==> src/rtl/uart_pkg.sv <==
// Shared UART definitions: FSM state codes, frame width, baud divisor helper.
package uart_pkg;

  localparam int UART_DATA_BITS = 8;

  localparam logic [2:0] ST_IDLE      = 3'd0;
  localparam logic [2:0] ST_START     = 3'd1;
  localparam logic [2:0] ST_DATA      = 3'd2;
  localparam logic [2:0] ST_PARITY    = 3'd3;
  localparam logic [2:0] ST_STOP      = 3'd4;
  localparam logic [2:0] ST_WAIT_HIGH = 3'd5;

  typedef enum logic [2:0] {
    IDLE      = ST_IDLE,
    START     = ST_START,
    DATA      = ST_DATA,
    PARITY    = ST_PARITY,
    STOP      = ST_STOP,
    WAIT_HIGH = ST_WAIT_HIGH
  } rx_state_e;

  // Nearest-integer bit period in clock cycles (12 MHz / 115200 -> 104).
  function automatic int clks_per_bit(input int clk_hz, input int baud);
    return (clk_hz + baud / 2) / baud;
  endfunction

endpackage

==> src/rtl/uart_rx_if.sv <==
// Received-byte bus: data with one-cycle ready / err strobes.
interface uart_rx_if;
  import uart_pkg::*;

  logic [UART_DATA_BITS-1:0] data;
  logic                      ready;
  logic                      err;

  modport master (output data, ready, err);
  modport slave  (input  data, ready, err);
endinterface

==> src/rtl/uart_rx_sync2.sv <==
// Two-flop synchronizer with configurable reset value; shared with button inputs.
module sync2 #(
  parameter logic RST_VAL = 1'b0
) (
  input  logic clk,
  input  logic reset,
  input  logic d,
  output logic q
);
  logic s1;

  // Two back-to-back flops; the first may go metastable, the second settles it.
  always_ff @(posedge clk) begin
    if (reset) begin
      s1 <= RST_VAL;
      q  <= RST_VAL;
    end else begin
      s1 <= d;
      q  <= s1;
    end
  end
endmodule

==> src/rtl/uart_rx.sv <==
// 8N1 UART receiver (8E1 when UART_RX_PARITY_EN is defined).
// Samples each bit at its centre using a per-bit cycle counter and presents
// each good byte on bus.data with a one-cycle bus.ready; framing (and parity)
// faults give a one-cycle bus.err and leave bus.data untouched.
module uart_rx
  import uart_pkg::*;
#(
  parameter int CLKS_PER_BIT = 104
) (
  input  logic      clk,
  input  logic      reset,
  input  logic      rx,
  uart_rx_if.master bus
);
  localparam int DW    = UART_DATA_BITS;
  localparam int CNT_W = $clog2(CLKS_PER_BIT);
  localparam int BIT_W = $clog2(DW);
  localparam logic [CNT_W-1:0] CNT_FULL = CNT_W'(CLKS_PER_BIT - 1);
  localparam logic [CNT_W-1:0] CNT_HALF = CNT_W'(CLKS_PER_BIT / 2 - 1);
  localparam logic [BIT_W-1:0] BIT_LAST = BIT_W'(DW - 1);

  rx_state_e        state, state_nx;
  logic [CNT_W-1:0] cnt, cnt_nx;
  logic [BIT_W-1:0] bit_idx, bit_idx_nx;
  logic [DW-1:0]    shreg, shreg_nx;
  logic [DW-1:0]    data_q, data_nx;
  logic             ready_q, ready_nx;
  logic             err_q, err_nx;
  logic             rx_s;      // synchronized line
  logic             rx_d;      // previous synchronized sample (edge register)
  logic             stop_ok;

  sync2 #(.RST_VAL(1'b1)) u_sync (
    .clk   (clk),
    .reset (reset),
    .d     (rx),
    .q     (rx_s)
  );

  // Edge register resets low so a start bit needs the line seen high first.
  always_ff @(posedge clk) begin
    if (reset) rx_d <= 1'b0;
    else       rx_d <= rx_s;
  end

`ifdef UART_RX_PARITY_EN
  logic par_bad, par_bad_nx;

  // Parity verdict captured in PARITY, consumed in STOP.
  always_ff @(posedge clk) begin
    if (reset) par_bad <= 1'b0;
    else       par_bad <= par_bad_nx;
  end

  assign stop_ok = rx_s && !par_bad;
`else
  assign stop_ok = rx_s;
`endif

  // Next-state, counter, shift register and strobe decode.
  always_comb begin
    state_nx   = state;
    cnt_nx     = cnt;
    bit_idx_nx = bit_idx;
    shreg_nx   = shreg;
    data_nx    = data_q;
    ready_nx   = 1'b0;
    err_nx     = 1'b0;
`ifdef UART_RX_PARITY_EN
    par_bad_nx = par_bad;
`endif
    case (state)
      IDLE: begin
        if (rx_d && !rx_s) begin
          state_nx = START;
          cnt_nx   = '0;
        end
      end
      START: begin
        // Half-bit re-check rejects short glitches.
        if (cnt == CNT_HALF) begin
          cnt_nx     = '0;
          bit_idx_nx = '0;
          state_nx   = rx_s ? IDLE : DATA;
        end else begin
          cnt_nx = cnt + 1'b1;
        end
      end
      DATA: begin
        if (cnt == CNT_FULL) begin
          cnt_nx     = '0;
          shreg_nx   = {rx_s, shreg[DW-1:1]};
          bit_idx_nx = bit_idx + 1'b1;
          if (bit_idx == BIT_LAST) begin
`ifdef UART_RX_PARITY_EN
            state_nx = PARITY;
`else
            state_nx = STOP;
`endif
          end
        end else begin
          cnt_nx = cnt + 1'b1;
        end
      end
`ifdef UART_RX_PARITY_EN
      PARITY: begin
        if (cnt == CNT_FULL) begin
          cnt_nx     = '0;
          par_bad_nx = ^{shreg, rx_s};
          state_nx   = STOP;
        end else begin
          cnt_nx = cnt + 1'b1;
        end
      end
`endif
      STOP: begin
        if (cnt == CNT_FULL) begin
          cnt_nx = '0;
          if (stop_ok) begin
            data_nx  = shreg;
            ready_nx = 1'b1;
            state_nx = IDLE;
          end else begin
            err_nx   = 1'b1;
            state_nx = WAIT_HIGH;
          end
        end else begin
          cnt_nx = cnt + 1'b1;
        end
      end
      WAIT_HIGH: begin
        // A held-low break must not turn into a stream of frames.
        if (rx_s) state_nx = IDLE;
      end
      default: state_nx = IDLE;
    endcase
  end

  // State and datapath registers.
  always_ff @(posedge clk) begin
    if (reset) begin
      state   <= IDLE;
      cnt     <= '0;
      bit_idx <= '0;
      shreg   <= '0;
      data_q  <= '0;
      ready_q <= 1'b0;
      err_q   <= 1'b0;
    end else begin
      state   <= state_nx;
      cnt     <= cnt_nx;
      bit_idx <= bit_idx_nx;
      shreg   <= shreg_nx;
      data_q  <= data_nx;
      ready_q <= ready_nx;
      err_q   <= err_nx;
    end
  end

  assign bus.data  = data_q;
  assign bus.ready = ready_q;
  assign bus.err   = err_q;

endmodule

==> src/flat_wrapper.sv <==
// flat-port wrapper written by rule: the top's interface ports become plain ports
module uart_rx_flat import uart_pkg::*;
#(
  parameter int CLKS_PER_BIT = 104
)
  (clk, reset, rx, bus_data, bus_ready, bus_err);
  uart_rx_if bus_i ();
  input  logic clk;
  input  logic reset;
  input  logic rx;
  output wire logic [$bits(bus_i.data)-1:0] bus_data;
  output wire logic [$bits(bus_i.ready)-1:0] bus_ready;
  output wire logic [$bits(bus_i.err)-1:0] bus_err;
  assign bus_data = bus_i.data;
  assign bus_ready = bus_i.ready;
  assign bus_err = bus_i.err;
  uart_rx #(.CLKS_PER_BIT(CLKS_PER_BIT)) u_core (.clk(clk), .reset(reset), .rx(rx), .bus(bus_i));
endmodule
==> config.mk <==
export PLATFORM = sky130hd
export DESIGN_NAME = uart_rx_flat
export DESIGN_NICKNAME = d
export VERILOG_FILES = /design/src/rtl/uart_pkg.sv /design/src/rtl/uart_rx_if.sv /design/src/rtl/uart_rx_sync2.sv /design/src/rtl/uart_rx.sv /design/src/flat_wrapper.sv
export SDC_FILE = /design/constraint.sdc
export NUM_CORES = 1
export LEC_CHECK = 0
export CAP_MARGIN = 20
export CORE_UTILIZATION = 45
export CTS_CLUSTER_SIZE = 40
export DETAILED_ROUTE_END_ITERATION = 12
export GPL_ROUTABILITY_DRIVEN = 0
export PLACE_DENSITY = 0.68
export SYNTH_ARGS = -nofsm -noshare
export SYNTH_HDL_FRONTEND = slang
export SYNTH_SLANG_ARGS = --single-unit
==> constraint.sdc <==
create_clock -name clk -period 2.5 [get_ports clk]
set_input_delay 0.75 -clock clk [delete_from_list [all_inputs] [get_ports clk]]
set_output_delay 0.75 -clock clk [all_outputs]
set_load 0.02 [all_outputs]
==> flow_summary_export.csv, run 1 <==
group,metric,value,unit
timing,relSlewSlack,59.8,%
synthesis,synthSimpleGateAreaFrac,24.6,%
timing,tns,0,ps
synthesis,synth.net_count,175,
clock_tree,clock_latency,330,ps
global_route,grt_pass1_vias,1101,
placement,dp.final_hpwl,1.95,mm
final_layout,flow.area_growth_from_synthesis,12.7,%
clock_tree,clockRootBuffer,"sky130_fd_sc_hd__clkbuf_4",
placement,place.port_buffers,12,
timing,maxClockFrequency,0.488,GHz
synthesis,synth.top_cells.by_area,"sky130_fd_sc_hd__dfxtp_1, sky130_fd_sc_hd__mux2i_1, sky130_fd_sc_hd__nor2_1",
timing,tightest_slew,601,ps
clock_tree,number_of_cts_inserted_buffers,5,
timing,final.min_clock_period,2050,ps
synthesis,synthMuxAreaShare,11.9,%
global_route,global_route.usage.total,18.7,%
global_route,grt_first_pass_wirelength,4.82,mm
setup_path,slowest_delay,520,ps
route,num_vias,1189,
power_and_ir_drop,p_leak,0.000688,µW
floorplanning,start_util,48.6,%
clock_tree,tritoncts_num_sinks,34,
synthesis,mean_post_synth_cell_area,9.04,µm²
final_layout,stdcell_count,223,
timing,clock-skew-final,5.54,ps
route,viasPerCell,5.33,
synthesis,synth-async-reset-ratio,0,%
timing,final_critical_path_share_of_the_clock_period,81.9,%
floorplanning,die-height,60.1,µm
clock_tree,cts.path.max_buffers,2,
clock_tree,clkSlewWorstSetupHoldPaths,100,ps
clock_tree,tritoncts,"yes",
outcome,outcome,"complete, no violations",
setup_path,critPathArrivalTime,2310,ps
clock_tree,cts-htree-levels,2,
final_layout,finish.net_count,186,
synthesis,synth-adder-area-share,3.29,%
clock_tree,post_cts_resize_count,0,
synthesis,post-synth-top-area-fraction,44.8,%
final_layout,drive_gt1_share,10.1,%
timing,finalMaxSlewViolations,0,
synthesis,flip_flop_and_latch_count_after_synthesis,34,
synthesis,dominantRegCellSynth,"sky130_fd_sc_hd__dfxtp_1",
hold_path,hold_path_class,"register to register",
timing,setup_viol,0,
clock_tree,cts-hold-fix-buffers,0,
synthesis,synthXorXnorAreaFrac,0,%
route,avgRoutedWirePerCell,12.8,µm
route,drt-total-wl,2.85,mm
floorplanning,dieWidth,60.1,µm
synthesis,synth_cell_type_count,36,
synthesis,yosysMostFrequentCell,"sky130_fd_sc_hd__dfxtp_1",
synthesis,count_of_flip_flops_with_a_built_in_enable_after_synthesis,0,
setup_path,criticalPathCategory,"register to register",
floorplanning,dieArea,3610,µm²
synthesis,mappedNetlistArea,1520,µm²
power_and_ir_drop,p_per_area,538,nW/µm²
clock_tree,cts_setup_buffers,0,
route,drt_first_pass_iters,4,
setup_path,setup.worst_path.end_class,"register",
placement,numPlacedInstances,216,
synthesis,postSynthCellCount,168,
final_layout,diode_insertion_count_for_antenna_repair,0,
timing,grt_setup_unrepaired,"no",
floorplanning,fp-row-count,20,
final_layout,filler_cells,300,
global_route,grt-ovfl-total,0,
synthesis,post-synth-top-area-cell,"sky130_fd_sc_hd__dfxtp_1",
global_route,grt_max_degree,20,
setup_path,critPathRequiredTime,2760,ps
synthesis,ys_warn_count,0,
power_and_ir_drop,ir_drop,0.323,mV
synthesis,synth_common_cells,"sky130_fd_sc_hd__dfxtp_1, sky130_fd_sc_hd__nor2_1, sky130_fd_sc_hd__mux2i_1, sky130_fd_sc_hd__nand2_1, sky130_fd_sc_hd__a21oi_1",
job,max_cap_viol_count,0,
setup_path,path_max_fanout,14,
setup_path,critical_path.cell_chain,"ha_1 > and3b_1 > a21bo_4 > nand2_4 > or4_1 > a21oi_1",
final_layout,final_core_util,54.7,%
timing,finalHoldViolations,0,
floorplanning,core_box_area,3130,µm²
route,antenna_violating_nets_post_route,0,
floorplanning,io-pin-count,13,
synthesis,seq_area_frac_synth,44.8,%
route,detail_route.drc_violations,0,
setup_path,cp-start-kind,"register",
synthesis,synth_compound_area_share,11.2,%
global_route,grt_antenna_before_repair,0,
power_and_ir_drop,totalPowerFinal,921,µW
setup_path,worst_path_max_delay_cell,"sky130_fd_sc_hd__or4_1",
synthesis,largest_family_of_logic_cells_by_synthesized_area,"simple AND/OR/NAND/NOR gates",
route,first_iter_violations,65,
[sequential cells by signal (all words and copies together) (netlist names)]
| name | flops |
|---|---|
| u_core.u_sync.q | 1 |
| u_core.shreg | 8 |
| u_core.state | 3 |
| u_core.rx_d | 1 |
| u_core.u_sync.s1 | 1 |
| u_core.cnt | 7 |
| u_core.bus.ready | 1 |
| u_core.bus.data | 8 |
| u_core.bit_idx | 3 |
| u_core.bus.err | 1 |
[placed cells by master, fill, tap and decap left out, types with 4 or more instances in the layout]
| master | instances |
|---|---|
| sky130_fd_sc_hd__clkbuf_4 | 5 |
| sky130_fd_sc_hd__ha_1 | 4 |
| sky130_fd_sc_hd__a21oi_1 | 9 |
| sky130_fd_sc_hd__dfxtp_1 | 34 |
| sky130_fd_sc_hd__clkdlybuf4s50_1 | 12 |
| sky130_fd_sc_hd__nand3_1 | 8 |
| sky130_fd_sc_hd__nor2_1 | 31 |
| sky130_fd_sc_hd__nand2_1 | 12 |
| sky130_fd_sc_hd__a31oi_1 | 4 |
| sky130_fd_sc_hd__mux2i_1 | 18 |
[layer usage]
metal	vias up	share of wire, %	track usage [%]	wire [µm]
li1	600	-	-	-
met1	548	45	21.9	1300
met4	0	1.4	7.97	41
met2	36	46	29.2	1330
met3	5	6.5	8.44	186
met5	-	0	0	0
[logic make-up (layout without fill, tap and decap cells)]
logic type / after synthesis / in the layout
AND/OR/NAND/NOR: 74 / 74
flip-flops: 34 / 34
AO/OA/AOI/OAI: 24 / 24
multiplexers: 18 / 18
buffers and inverters: 14 / 25
adder cells (fa/ha/maj): 4 / 4
[worst max-delay path: cells and delay by family (launching register included)]
family,cells,cell delay [ps]
adder cells (fa/ha/maj),1,190
AND/OR/NAND/NOR,3,1010
flip-flops,1,430
AO/OA/AOI/OAI,2,360
[worst paths after layout]
path	cells after the start	startpoint	slack, ps	end
worst max register to register	6	u_core.cnt[0]	450	u_core.state[0]
worst min-delay path	1	u_core.u_sync.s1	420	u_core.u_sync.q
worst max-delay path	6	u_core.cnt[0]	450	u_core.state[0]
worst min register to register	1	u_core.u_sync.s1	420	u_core.u_sync.q
[stage by stage]
stage | area [µm²] | hold WS (ps) | setup slack (ps)
floorplan | 1520 | 389 | 771
global placement | 1660 | 395 | 512
detailed placement | 1660 | 396 | 483
CTS | 1710 | 418 | 452
global route | 1710 | 430 | 341
finish | 1710 | 416 | 452
[final cells by class]
| class | instances | area [µm²] | area share (%) |
|---|---|---|---|
| multi-input cells | 120 | 774 | 45.2 |
| flip-flops and latches | 34 | 681 | 39.8 |
| repair buffers | 15 | 143 | 8.33 |
| well taps | 44 | 55.1 | 3.22 |
| clock buffers | 5 | 37.5 | 2.19 |
| inverters | 3 | 11.3 | 0.658 |
| clock inverters | 2 | 10.0 | 0.585 |
[power breakdown]
group / internal (µW) / leakage [µW] / switching (µW)
clock network: 101 / 0.0000308 / 174
logic: 32.2 / 0.000382 / 49.6
registers: 550 / 0.000275 / 13.8
total: 683 / 0.000688 / 237
Power figures use the tool's default switching activity.
==> run 2, diff against run 1 <==
PLACE_DENSITY = 0.7   (was 0.68)
clock period = 1.7 ns   (was 2.5 ns; I/O delays follow)
==> flow_summary_export.csv, run 2 (synthesis results as in run 1) <==
group,metric,value,unit
outcome,outcome,"complete, no violations",
setup_path,critPathRequiredTime,1970,ps
floorplanning,dieArea,3610,µm²
global_route,grt_first_pass_wirelength,5.33,mm
final_layout,finish.net_count,205,
setup_path,cp-start-kind,"register",
clock_tree,tritoncts_num_sinks,34,
timing,finalHoldViolations,0,
setup_path,worst-r2r-setup-slack,50,ps
global_route,grt_antenna_before_repair,0,
timing,tightest_slew,357,ps
timing,timing.final.ws_setup,49.1,ps
setup_path,worstRegToRegCells,6,
placement,dp.final_hpwl,2.28,mm
power_and_ir_drop,ir_drop,0.570,mV
hold_path,hold_path_class,"register to register",
floorplanning,start_util,48.6,%
clock_tree,clock_latency,330,ps
clock_tree,clkSlewWorstSetupHoldPaths,110,ps
setup_path,rr_startpoint,"u_core.cnt[0]",
hold_path,hold_path_depth,1,
setup_path,critical_path.cell_chain,"ha_4 > and3b_2 > a21bo_4 > nand2_4 > or4_1 > a21oi_1",
clock_tree,cts.path.max_buffers,2,
floorplanning,fp-row-count,20,
hold_path,worst_hold_startpoint,"u_core.u_sync.s1",
final_layout,drive_gt1_share,23.6,%
final_layout,diode_insertion_count_for_antenna_repair,0,
route,antenna_violating_nets_post_route,0,
timing,final_critical_path_share_of_the_clock_period,97.1,%
final_layout,layout_commonest_cell,"sky130_fd_sc_hd__nor2_1",
setup_path,setup.worst_path.end_class,"register",
timing,final.min_clock_period,1650,ps
clock_tree,cts-htree-levels,2,
timing,maxClockFrequency,0.606,GHz
clock_tree,cts-hold-fix-buffers,0,
floorplanning,core_box_area,3130,µm²
placement,numPlacedInstances,234,
global_route,grt-ovfl-total,0,
route,avgRoutedWirePerCell,12.4,µm
timing,relSlewSlack,75.8,%
route,first_iter_violations,76,
setup_path,worst_path_max_delay_cell,"sky130_fd_sc_hd__or4_1",
timing,setup_viol,0,
power_and_ir_drop,p_per_area,759,nW/µm²
setup_path,critPathArrivalTime,1920,ps
hold_path,holdPathEnd,"u_core.u_sync.q",
route,drt_first_pass_iters,4,
floorplanning,io-pin-count,13,
timing,finalMaxSlewViolations,0,
setup_path,path_max_fanout,4,
final_layout,most-common-layout-cells,"sky130_fd_sc_hd__nor2_1, sky130_fd_sc_hd__dfxtp_1, sky130_fd_sc_hd__buf_4",
route,num_vias,1265,
final_layout,stdcell_count,243,
placement,place.port_buffers,12,
global_route,grt_pass1_vias,1229,
global_route,global_route.usage.total,20.0,%
setup_path,criticalPathCategory,"register to register",
timing,clock-skew-final,7.76,ps
placement,post-place-ws,-79.1,ps
floorplanning,die-height,60.1,µm
timing,grt_setup_unrepaired,"yes",
setup_path,kind_of_cell_with_the_highest_combined_delay_on_the_critical_path,"simple AND/OR/NAND/NOR gates",
setup_path,slowest_delay,490,ps
global_route,grt_max_degree,18,
route,drt-total-wl,3.02,mm
power_and_ir_drop,p_leak,0.000852,µW
setup_path,reg2reg_to,"u_core.state[0]",
route,viasPerCell,5.21,
setup_path,critical_path_buf_inv_count,0,
route,detail_route.drc_violations,0,
job,max_cap_viol_count,0,
clock_tree,number_of_cts_inserted_buffers,5,
clock_tree,tritoncts,"yes",
timing,final.hold.worst_slack,426,ps
floorplanning,dieWidth,60.1,µm
clock_tree,clockRootBuffer,"sky130_fd_sc_hd__clkbuf_4",
final_layout,flow.area_growth_from_synthesis,26.2,%
run 2: changes by cell type in the layout (fill, tap and decap cells not counted), sizes merged:
cell           before  now
clkdlybuf4s50      12    2
clkbuf              5    6
clkinvlp            0    1
clkinv              2    1
buf                 3   22
dlygate4sd2         0   10
run 2: stage by stage:
stage / utilization, % / area, µm² / total power [µW] / TNS (ps)
2_1_floorplan: - / 1520 / 941 / 0
3_3_place_gp: 58.4 / 1830 / 986 / 0
3_5_place_dp: 58.4 / 1830 / 990 / -170
4_1_cts: 60.2 / 1880 / 1460 / 0
5_1_grt: 61.3 / 1920 / 1520 / -48.3
6_report: 61.3 / 1920 / 1450 / 0
run 2: timing repair:
action | 4_1_cts | 5_1_grt
cloned | 0 | 0
resized for setup | 12 | 6
buffers inserted | 0 | 1
setup endpoints to repair | 13 | 12
pin swaps | 0 | 3
run 2: report_power, final:
part	total [µW]	leakage, µW	switching, µW	internal [µW]
clock network	470	0.0000343	271	199
logic	157	0.000541	84.9	72.6
registers	828	0.000277	16.2	811
run 2: area by class of cell:
type / instances / area, µm²
clock buffers: 6 / 51.3
multi-input cells: 120 / 803
flip-flops and latches: 34 / 686
inverters: 3 / 11.3
fillers: 282 / 1210
repair buffers: 34 / 298
well taps: 44 / 55.1
clock inverters: 2 / 12.5
run 2: worst max path at each step:
stage	start	end	slack, ps	cells after the start
floorplan	u_core.cnt[0]	u_core.state[0]	20	7
global placement	u_core.cnt[0]	u_core.bit_idx[1]	20	7
detailed placement	u_core.cnt[0]	u_core.bit_idx[2]	-80	7
CTS	u_core.state[0]	u_core.state[0]	20	6
global route	u_core.cnt[0]	u_core.state[0]	-30	6
finish	u_core.cnt[0]	u_core.state[0]	50	6
run 2: metal layers:
layer	track usage, %	routed length [µm]
met5	0	0
met2	32.5	1490
met3	6.28	121
met1	23.7	1360
met4	9.30	48
run 2: worst reg2reg max path: stages, from the launching register on:
cell	delay [ps]
sky130_fd_sc_hd__dfxtp_2	360
sky130_fd_sc_hd__ha_4	130
sky130_fd_sc_hd__and3b_2	260
sky130_fd_sc_hd__a21bo_4	170
sky130_fd_sc_hd__nand2_4	50
sky130_fd_sc_hd__or4_1	490
sky130_fd_sc_hd__a21oi_1	130
==> run 3, diff against run 2 <==
GPL_TIMING_DRIVEN = 0   (was unset)
==> flow_summary_export.csv, run 3 (synthesis results as in run 1) <==
group,metric,value,unit
outcome,outcome,"complete, but fails checks",
outcome,violated_checks,"setup timing",
timing,clock-skew-final,3.55,ps
timing,final.min_clock_period,1710,ps
clock_tree,cts.path.max_buffers,2,
floorplanning,io-pin-count,13,
setup_path,cp-start-kind,"register",
final_layout,diode_insertion_count_for_antenna_repair,0,
timing,final.hold.worst_slack,433,ps
clock_tree,tritoncts,"yes",
global_route,grt_util_met3,4.55,%
final_layout,most-common-layout-cells,"sky130_fd_sc_hd__dfxtp_1, sky130_fd_sc_hd__nor2_1, sky130_fd_sc_hd__mux2i_1",
clock_tree,clkSlewWorstSetupHoldPaths,100,ps
power_and_ir_drop,p_per_area,861,nW/µm²
clock_tree,tritoncts_num_sinks,34,
setup_path,path_max_fanout,7,
clock_tree,clockRootBuffer,"sky130_fd_sc_hd__clkbuf_4",
global_route,grt_pass1_vias,1046,
floorplanning,fp-row-count,20,
timing,setup_viol,1,
floorplanning,core_box_area,3130,µm²
timing,timing.final.ws_setup,-7.87,ps
clock_tree,clock_latency,330,ps
final_layout,flow.area_growth_from_synthesis,24.7,%
setup_path,critPathRequiredTime,1970,ps
route,viasPerCell,5.17,
final_layout,finish.net_count,201,
timing,tns,-7.87,ps
timing,finalHoldViolations,0,
timing,final_critical_path_share_of_the_clock_period,100,%
final_layout,layout_commonest_cell,"sky130_fd_sc_hd__dfxtp_1",
timing,grt_setup_unrepaired,"yes",
global_route,grt_max_degree,11,
clock_tree,cts-htree-levels,2,
clock_tree,cts-hold-fix-buffers,0,
global_route,met1_usage,21.5,%
floorplanning,dieArea,3610,µm²
job,max_cap_viol_count,0,
placement,post-place-ws,-119,ps
timing,finalMaxSlewViolations,0,
global_route,grt_antenna_before_repair,0,
route,avgRoutedWirePerCell,13.1,µm
setup_path,criticalPathCategory,"register to register",
floorplanning,die-height,60.1,µm
power_and_ir_drop,p_leak,0.000826,µW
hold_path,hold_path_class,"register to register",
timing,tightest_slew,512,ps
placement,place.port_buffers,11,
route,antenna_violating_nets_post_route,0,
timing,maxClockFrequency,0.586,GHz
floorplanning,dieWidth,60.1,µm
setup_path,setup.worst_path.end_class,"register",
setup_path,critPathArrivalTime,1980,ps
global_route,use_met2,29.8,%
global_route,grt-ovfl-total,0,
floorplanning,start_util,48.6,%
clock_tree,number_of_cts_inserted_buffers,5,
power_and_ir_drop,ir_drop,0.551,mV
route,first_iter_violations,31,
placement,dp.final_hpwl,2.03,mm
power_and_ir_drop,totalPowerFinal,1630,µW
route,num_vias,1230,
timing,relSlewSlack,65.9,%
route,drt_first_pass_iters,6,
global_route,global_route.usage.total,18.1,%
placement,dpl-instance-area,1690,µm²
final_layout,final_std_cell_area_no_fill,1890,µm²
global_route,grt_first_pass_wirelength,4.75,mm
route,drt-total-wl,3.12,mm
route,detail_route.drc_violations,0,
global_route,globalRoute.busiestLayer,"met2",
final_layout,drive_gt1_share,20.6,%
run 3: cell types whose count changed in the layout (fill, tap and decap cells not counted), moves of 2 or more:
cell | before | now
sky130_fd_sc_hd__buf_4 | 20 | 9
sky130_fd_sc_hd__clkbuf_1 | 0 | 4
sky130_fd_sc_hd__dfxtp_2 | 4 | 0
sky130_fd_sc_hd__buf_2 | 0 | 3
sky130_fd_sc_hd__buf_12 | 2 | 0
sky130_fd_sc_hd__clkbuf_4 | 5 | 7
sky130_fd_sc_hd__dfxtp_1 | 30 | 32
sky130_fd_sc_hd__dfxtp_4 | 0 | 2
sky130_fd_sc_hd__nor3b_1 | 2 | 0
run 3: cell type report:
type / count / area (µm²)
inverters: 3 / 11.3
repair buffers: 19 / 158
clock inverters: 1 / 30.0
well taps: 44 / 55.1
clock buffers: 6 / 51.3
flip-flops and latches: 34 / 688
plain buffers: 11 / 63.8
multi-input cells: 120 / 837
fillers: 282 / 1230
run 3: power breakdown:
group	switching [µW]	internal [µW]
combinational	110	93.2
clock	267	342
sequential	9.30	809
total	386	1240
run 3: worst max-delay path: stages (launching register included):
cell,delay [ps]
sky130_fd_sc_hd__dfxtp_4,370
sky130_fd_sc_hd__ha_4,130
sky130_fd_sc_hd__and3b_1,170
sky130_fd_sc_hd__buf_6,130
sky130_fd_sc_hd__o2bb2ai_4,140
sky130_fd_sc_hd__nand2_4,80
sky130_fd_sc_hd__or4_4,490
sky130_fd_sc_hd__a21oi_2,130
run 3: final timing paths:
path | startpoint | endpoint | slack [ps] | cells after the start
hold reg to reg | u_core.u_sync.s1 | u_core.u_sync.q | 430 | 1
setup reg to reg | u_core.cnt[0] | u_core.state[0] | -8 | 7
hold / removal | u_core.u_sync.s1 | u_core.u_sync.q | 430 | 1
setup / recovery | u_core.cnt[0] | u_core.state[0] | -8 | 7
run 3: per-stage QoR:
| stage | std cells | util [%] |
|---|---|---|
| floorplan | 168 | - |
| global placement | 223 | 53.9 |
| detailed placement | 223 | 53.9 |
| CTS | 231 | 56.7 |
| global route | 238 | 60.6 |
| finish | 238 | 60.6 |
run 3: repair_timing:
action | 4_1_cts | 5_1_grt
gates resized for setup | 13 | 15
buffers inserted | 1 | 7
pin swaps | 0 | 5
setup endpoints to repair | 27 | 23
run 3: routing by layer:
metal  share of wire, %  wire, µm
met5                  0         0
met4               0.87        27
met3                3.4       107
met2                 50      1570
met1                 45      1410
